===== config.mk =====
export PLATFORM = sky130hd
export DESIGN_NAME = fl_sink_responder
export DESIGN_NICKNAME = d
export VERILOG_FILES = /design/src/rtl/fl_sink_responder.sv
export SDC_FILE = /design/constraint.sdc
export NUM_CORES = 1
export LEC_CHECK = 0
export BUFFER_PORTS_ARGS = -buffer_cell sky130_fd_sc_hd__buf_2
export CORE_MARGIN = 2
export CORE_UTILIZATION = 46
export CTS_BUF_LIST = sky130_fd_sc_hd__clkbuf_16
export DETAILED_ROUTE_END_ITERATION = 6
export PLACE_DENSITY_LB_ADDON = 0.12
export SYNTH_ARGS = -nofsm -noshare
export SYNTH_HDL_FRONTEND = slang
export SYNTH_SLANG_ARGS = --single-unit
export TNS_END_PERCENT = 100

===== constraint.sdc =====
create_clock -name CLK -period 2.3 [get_ports CLK]
set_input_delay 0.46 -clock CLK [delete_from_list [all_inputs] [get_ports CLK]]
set_output_delay 0.46 -clock CLK [all_outputs]
set_load 0.01 [all_outputs]

===== src/rtl/fl_sink_responder.sv =====
// -----------------------------------------------------------------------------
// fl_sink_responder
//
// FrameLink sink that accepts words, throttles the source with a pseudo-random
// destination-ready pattern and checks the SOF/SOP/EOP/EOF delimiter protocol.
// Counts completed frames and accepted bytes, and records the first protocol
// error seen.
//
// Ports
//   CLK, RESET_N          clock (rising edge) and asynchronous active-low reset
//   RX_DATA               FrameLink data (only its width matters)
//   RX_REM                index of the last valid byte in an EOP word
//   RX_SOF_N/SOP_N/EOP_N/EOF_N  active-low frame/part delimiters
//   RX_SRC_RDY_N          active-low source ready
//   RX_DST_RDY_N          active-low destination ready (registered)
//   CFG_ENABLE            responder enable; 0 keeps RX_DST_RDY_N high
//   CFG_STALL_THRESH      ready when lfsr[7:0] >= threshold
//   CNT_CLR               synchronous clear of counters and error status
//   FRAME_CNT, BYTE_CNT   completed frames / accepted bytes (wrap at 2^32)
//   ERR_FLAG, ERR_CODE    sticky error flag and code of the first error
// -----------------------------------------------------------------------------
module fl_sink_responder #(
    parameter int          DATA_WIDTH = 64,
    parameter int          DREM_WIDTH = 3,
    parameter logic [15:0] LFSR_SEED  = 16'hACE1
) (
    input  logic                  CLK,
    input  logic                  RESET_N,
    input  logic [DATA_WIDTH-1:0] RX_DATA,
    input  logic [DREM_WIDTH-1:0] RX_REM,
    input  logic                  RX_SOF_N,
    input  logic                  RX_SOP_N,
    input  logic                  RX_EOP_N,
    input  logic                  RX_EOF_N,
    input  logic                  RX_SRC_RDY_N,
    output logic                  RX_DST_RDY_N,
    input  logic                  CFG_ENABLE,
    input  logic [7:0]            CFG_STALL_THRESH,
    input  logic                  CNT_CLR,
    output logic [31:0]           FRAME_CNT,
    output logic [31:0]           BYTE_CNT,
    output logic                  ERR_FLAG,
    output logic [1:0]            ERR_CODE
);

    localparam int BYTES_PER_WORD = DATA_WIDTH / 8;

    typedef enum logic [1:0] {
        IDLE    = 2'd0,   // expecting SOF+SOP
        IN_PART = 2'd1,   // inside a part
        GAP     = 2'd2    // between parts, expecting SOP only
    } state_t;

    typedef enum logic [1:0] {
        ERR_NO_SOF     = 2'd0,
        ERR_DUP_SOF    = 2'd1,
        ERR_DUP_SOP    = 2'd2,
        ERR_EOF_NO_EOP = 2'd3
    } err_code_t;

    state_t      state;
    state_t      next_state;
    logic [15:0] lfsr;
    logic        lfsr_fb;
    logic        dst_rdy_n;
    logic [31:0] frame_cnt;
    logic [31:0] byte_cnt;
    logic        err_flag;
    err_code_t   err_code;

    logic        xfer;
    logic        err_no_sof;
    logic        err_dup_sof;
    logic        err_dup_sop;
    logic        err_eof_no_eop;
    logic        any_err;
    err_code_t   first_err;
    logic        frame_done;
    logic [31:0] word_bytes;

    // Payload content is irrelevant to this sink; reduce it so the port is used.
    logic rx_data_unused;
    assign rx_data_unused = ^RX_DATA;

    assign xfer    = !RX_SRC_RDY_N && !dst_rdy_n;
    // Fibonacci taps 16,14,13,11 (1-based) -> bits 15,13,12,10.
    assign lfsr_fb = lfsr[15] ^ lfsr[13] ^ lfsr[12] ^ lfsr[10];

    always_comb begin
        // NOTE: every signal gets a default first so no path leaves it unassigned and infers a latch.
        next_state     = state;
        first_err      = ERR_NO_SOF;
        frame_done     = 1'b0;
        word_bytes     = 32'(BYTES_PER_WORD);

        err_no_sof     = (state == IDLE) && (RX_SOF_N || RX_SOP_N);
        err_dup_sof    = (state != IDLE) && !RX_SOF_N;
        err_dup_sop    = ((state == IN_PART) && !RX_SOP_N) || ((state == GAP) && RX_SOP_N);
        err_eof_no_eop = !RX_EOF_N && RX_EOP_N;
        any_err        = err_no_sof || err_dup_sof || err_dup_sop || err_eof_no_eop;

        // Lowest code wins when several errors hit the same word.
        if (err_no_sof)       first_err = ERR_NO_SOF;
        else if (err_dup_sof) first_err = ERR_DUP_SOF;
        else if (err_dup_sop) first_err = ERR_DUP_SOP;
        else                  first_err = ERR_EOF_NO_EOP;

        // Legal words share one successor rule in every state; errors resync to IDLE.
        if (any_err) begin
            next_state = IDLE;
        end else if (!RX_EOP_N && !RX_EOF_N) begin
            next_state = IDLE;
            frame_done = 1'b1;
        end else if (!RX_EOP_N) begin
            next_state = GAP;
        end else begin
            next_state = IN_PART;
        end

        if (!RX_EOP_N) word_bytes = 32'(RX_REM) + 32'd1;
    end

    always_ff @(posedge CLK or negedge RESET_N) begin
        if (!RESET_N) begin
            state     <= IDLE;
            lfsr      <= LFSR_SEED;
            dst_rdy_n <= 1'b1;
            frame_cnt <= '0;
            byte_cnt  <= '0;
            err_flag  <= 1'b0;
            err_code  <= ERR_NO_SOF;
        end else begin
            // NOTE: non-blocking assignments so every register samples pre-edge values.
            if (CFG_ENABLE) lfsr <= {lfsr[14:0], lfsr_fb};
            dst_rdy_n <= !(CFG_ENABLE && (lfsr[7:0] >= CFG_STALL_THRESH));

            if (xfer) state <= next_state;

            // Clear takes priority over anything the same word would record.
            if (CNT_CLR) begin
                frame_cnt <= '0;
                byte_cnt  <= '0;
                err_flag  <= 1'b0;
                err_code  <= ERR_NO_SOF;
            end else if (xfer) begin
                byte_cnt <= byte_cnt + word_bytes;
                if (frame_done) frame_cnt <= frame_cnt + 32'd1;
                if (any_err) begin
                    err_flag <= 1'b1;
                    if (!err_flag) err_code <= first_err;
                end
            end
        end
    end

    assign RX_DST_RDY_N = dst_rdy_n;
    assign FRAME_CNT    = frame_cnt;
    assign BYTE_CNT     = byte_cnt;
    assign ERR_FLAG     = err_flag;
    assign ERR_CODE     = err_code;

endmodule


-- Word-level counts from Yosys, hierarchy flattened
Index checks and enable logic that the tools add are counted.
- add/sub/neg operators: 3
- magnitude comparators: 1
- eq/ne operators: 3
- mux-type cells: 21
- bitwise gates (word level): 3
- reduce and logical (&&, ||, !) cells: 28
- operator list (kind ; count):
    32-bit two-way mux ; 5
    32-bit by 1-bit adder with 32-bit output, second input constant ; 1
    32-bit adder ; 1
    2-bit two-way mux ; 9
    8-bit >= comparator ; 1
    1-bit logical AND ; 8
    2-bit nonzero test ; 4
    1-bit logical NOT ; 7
    1-bit two-way mux ; 6
    1-bit logical OR ; 5
    3-bit by 1-bit adder with 4-bit output, second input constant ; 1
    4-bit two-way mux ; 1
    2-bit AND reduction ; 2
    3-bit AND reduction ; 1
    1-bit XOR ; 3
    2-bit by 1-bit == test with 1-bit output, second input constant ; 1
    2-bit == test, second input constant ; 1
    2-bit logical NOT ; 1
    2-bit inequality test, second input constant ; 1
- bits in registers: 86
- output and inout bits: 68
- word-level logic and storage cells: 66

-- Longest topological paths before layout
- word-level depth: 10
- depth in mapped cells: 10

-- Worst setup path before layout
No wires, ideal clock.
- path type: in2reg
- start point: input RX_REM[0]
- end point: register byte_cnt[21], in the netlist BYTE_CNT[21]
- setup time: 0.078 ns
- arrival time: 2.443 ns
- data required time: 2.222 ns
- setup slack: -0.221 ns
- stages on the path: 10
- cells stage by stage: ha_1 -> xnor2_1 -> nor2_1 -> ha_1 -> nand3_1 -> o22ai_1 -> nand4_1 -> clkbuf_1 -> or3_1 -> a21oi_1
- cells in the longest elaborated chain, start to end: 5
- ends and longest elaborated chain (item ; RTL line ; source):
    from (decl) ; 30 ; input logic [DREM_WIDTH-1:0] RX_REM,
    3-bit by 1-bit adder with 4-bit output ; 120 ; if (!RX_EOP_N) word_bytes = 32'(RX_REM) + 32'd1;
    4-bit two-way mux ; 120 ;
    32-bit adder ; 146 ; byte_cnt <= byte_cnt + word_bytes;
    32-bit two-way mux ; 145 ; end else if (xfer) begin
    32-bit two-way mux ; 140 ; if (CNT_CLR) begin
    to (signal assigned) ; 146 ;
    to (decl) ; 67 ; logic [31:0] byte_cnt;
Every way passes these cells. The select of a mux whose other input is x is not followed.
A chain may end at the register's enable or synchronous reset.

-- Worst setup path after layout
- start point: input RX_REM[0]
- end point: register byte_cnt[26], in the netlist BYTE_CNT[26]
The elaborated chain is that of the path after synthesis.

==> results.md <==
* Final setup fails at 0
* WP data arrival at 2.52 ns
* Most common cell after layout, fill and taps aside: buf_2
* Row cnt at 36
* Crit path launch: RX_REM[0]
* Remaining Overflow, GRT at 0
* Sw power at between 0.001 and 0.0015 W
* Layout cells sized above 1 at 29.7%
* CTS Buf Count at 9
* Seq cells post-synth at 86
* Top post-synthesis cells by area: dfrtp_1 (41%), dfstp_2 (5.0%), xor2_1 (4.7%), nand4_1 (4.4%), a21oi_1 (4.3%)
* Most used cell, CP: a21oi_2
* Crit-path max cell delay at 0.45 ns
* First-pass GRT wire length at 18300 microns
* Syn nets at 581
* Die X at ~100 microns
* Die area at between 10000 and 15000 sq um
* Crit path capture type: register
* Total global-route track usage at 20.2%
* Initial Util at 47.7%
* Final Critical Period at 2.26 ns
* PD cells at between 700 and 800 nW/um^2
* Final hold viol count at 0
* DR pass1 iterations at 4
* Critical Path Source Type: primary input
* Hold slack final at ~0.038 ns
* H-tree levels at 3
* Fin nets at 691
* MaxCap Viol Count at 0
* Period utilisation layout at between 90% and 100%
* Comb pwr share at 18.6%
* CTS tree: yes
* Internal at 0.00299 W
* Area grow syn2layout at 24.5%
* Switching share of power at 27.1%
* Setup Skew at 0.0117 ns
* Max Slew Vio Count at 0
* RePlAce Congestion at slightly below 0.9
* Status: finished clean
* Final worst slack at 0.0424 ns
* Most frequent cells in the layout: buf_2 (85), dfrtp_1 (77), nor2_1 (41)
* Slowest cell on crit path: or3_1
* Req. time, crit path at approximately 2.6 ns
* CP cell instances: buf_4 -> ha_4 -> nand2b_4 -> fa_2 -> nand3b_1 -> a21oi_2 -> nand4_1 -> or3_1 -> a21oi_2
* Post-route ant nets at 0
* Clock network power share at ~35%
* Yosys warning count at 0
* LEAKAGE at 2.67 nW
* Via count at 4088
* Seq/Total Area, Yosys at 46.2%
* Ant. Diodes at 0
* Post-synth top area share at 41.1%
* WP buf/inv at 1
* R2R Path Start: BYTE_CNT[0]$_DFFE_PN0P_
* Seq pwr share at 46.0%
* Slew margin rel. at 66.3%
* I/O Pins at 152
* Final core occ at between 50% and 60%
* Wirelength per Cell at 14.9 microns
* Die height at 105 microns
* Clock Pin Slew Worst Setup and Hold Paths at 0.07 ns
* Crit Path Class: primary input to register
* Port bufs at between 80 and 90
* Ys async rst share at 100%
* Number of flops mapped to enable cells by yosys at 0
* Vias/cell at 5.61
* Hold Buf Count CTS at 0
* FMAX at 443 MHz
* Longest Clk Path Bufs at 2
* Ys flop type: dfrtp_1
* Vias in the first global route at 3864
* VDD IR max at 0.575 mV
* Yosys cell types at 52
* Worst Max-Slew Pin Slew at about 0.50 ns
* Cells after Synth at approximately 480
* Initial antenna violation count at 0
* CP max FO at 8
* Aggregate routed wire length at roughly 11000 microns
* CTS Sinks at 86
* Synth area leader: dfrtp_1
* DRC viols at 0
* Syn_area_per_cell at 9.74 sq um
* Largest net degree at the start of global routing at 42
* Post-detail-place hpwl at 7760 microns
* Cell area after synthesis at around 4700 sq um
* Root Driver: clkbuf_16
* HP Class: primary input to async pin
* Iter 0 DRT Violations at 147
* RSZ-0062 raised after global routing: true
* Total core area at approximately 10000 sq um
* Critical path's top delay family: simple AND/OR/NAND/NOR gates
* Place WS at -0.302 ns
* Worst skew pair latency at 0.34 ns
[metal layers]
layer | routed length (microns) | up-vias | share of wire (%) | track usage [%]
li1 | - | 1987 | - | -
met1 | 4870 | 2012 | 45 | 25.6
met2 | 5450 | 78 | 50 | 34.9
met3 | 417 | 11 | 3.8 | 4.74
met4 | 118 | 0 | 1.1 | 4.95
met5 | 0 | - | 0 | 0
[path summary, 6_finish.rpt]
path	slack [ns]	endpoint	cells after the start
min	0.04	lfsr[1]$_DFFE_PN0P_	1
max reg2reg	0.05	BYTE_CNT[26]$_DFFE_PN0P_	8
max in group asynchronous	1.64	BYTE_CNT[2]$_DFFE_PN0P_	2
min in group CLK	0.40	state[1]$_DFFE_PN0P_	3
min reg2reg	0.50	lfsr[10]$_DFFE_PN1P_	1
max	0.04	BYTE_CNT[26]$_DFFE_PN0P_	9
[power groups by stage]
stage,Clock [W],Combinational [W],Sequential (W)
final,0.00145,0.000760,0.00189
after global routing,0.00155,0.000859,0.00192
after CTS,0.00149,0.000757,0.00189
after detailed placement,0,0.000754,0.00192
after global placement,0,0.000726,0.00191
after floorplan,0,0.000517,0.00189
[flip-flops by register name (all words and copies together) (netlist names)]
| register | cells |
|---|---|
| state | 2 |
| ERR_FLAG | 1 |
| BYTE_CNT | 32 |
| ERR_CODE | 2 |
| RX_DST_RDY_N | 1 |
| lfsr | 16 |
| FRAME_CNT | 32 |
[area by class of cell]
cell class	instances	area, sq um
tap	133	166
sequential	86	2160
multi-input combinational	357	2430
inverter	18	67.6
clock inverter	7	72.6
timing repair buffer	119	706
fill	900	3990
clock buffer	9	225
[timing repair]
| action | CTS | global route |
|---|---|---|
| buffers inserted | 0 | 2 |
| endpoints found under the setup margin | 0 | 11 |
| resized for setup | 0 | 9 |
[cell usage after synthesis, types with 2 or more instances]
| library cell | count |
|---|---|
| inv_1 | 18 |
| o21ai_0 | 16 |
| nor3_1 | 3 |
| o41ai_1 | 2 |
| and3_1 | 10 |
| a211oi_1 | 3 |
| or4b_1 | 2 |
| o21a_1 | 5 |
| mux2_2 | 16 |
| or4_1 | 12 |
| dfrtp_1 | 77 |
| nand2_1 | 29 |
| a21o_1 | 2 |
| dfstp_2 | 9 |
| nor2_1 | 42 |
| nor4_1 | 3 |
| buf_2 | 2 |
| a21oi_1 | 40 |
| and2_1 | 10 |
| or3_1 | 13 |
| xnor2_1 | 8 |
| and4_1 | 8 |
| clkbuf_1 | 13 |
| nand3_1 | 22 |
| nand2b_1 | 4 |
| ha_1 | 15 |
| o221ai_1 | 2 |
| buf_1 | 4 |
| o31ai_1 | 12 |
| nand4_1 | 33 |
| xor2_1 | 25 |
[per-stage QoR]
stage	setup TNS, ns	total power [W]	area, sq um	cells
after floorplan	-0.105	0.00240	4710	481
after global placement	-3.19	0.00263	5480	711
after detailed placement	-4.28	0.00267	5480	711
after CTS	0	0.00414	5780	727
after global routing	-0.215	0.00433	5830	729
final	0	0.00410	5830	729
[cell families (layout without fill, tap and decap cells)]
| group | count (synthesis) | count (layout) | synth area share [%] |
|---|---|---|---|
| fa+ha+maj | 16 | 16 | 4.43 |
| buf+inv | 38 | 153 | 3.26 |
| flops | 86 | 86 | 46.2 |
| simple gates | 198 | 198 | 23.3 |
| mux | 17 | 17 | 4.06 |
| xor+xnor | 33 | 33 | 6.17 |
| compound gates | 93 | 93 | 12.6 |
Power figures use the tool's default switching activity.
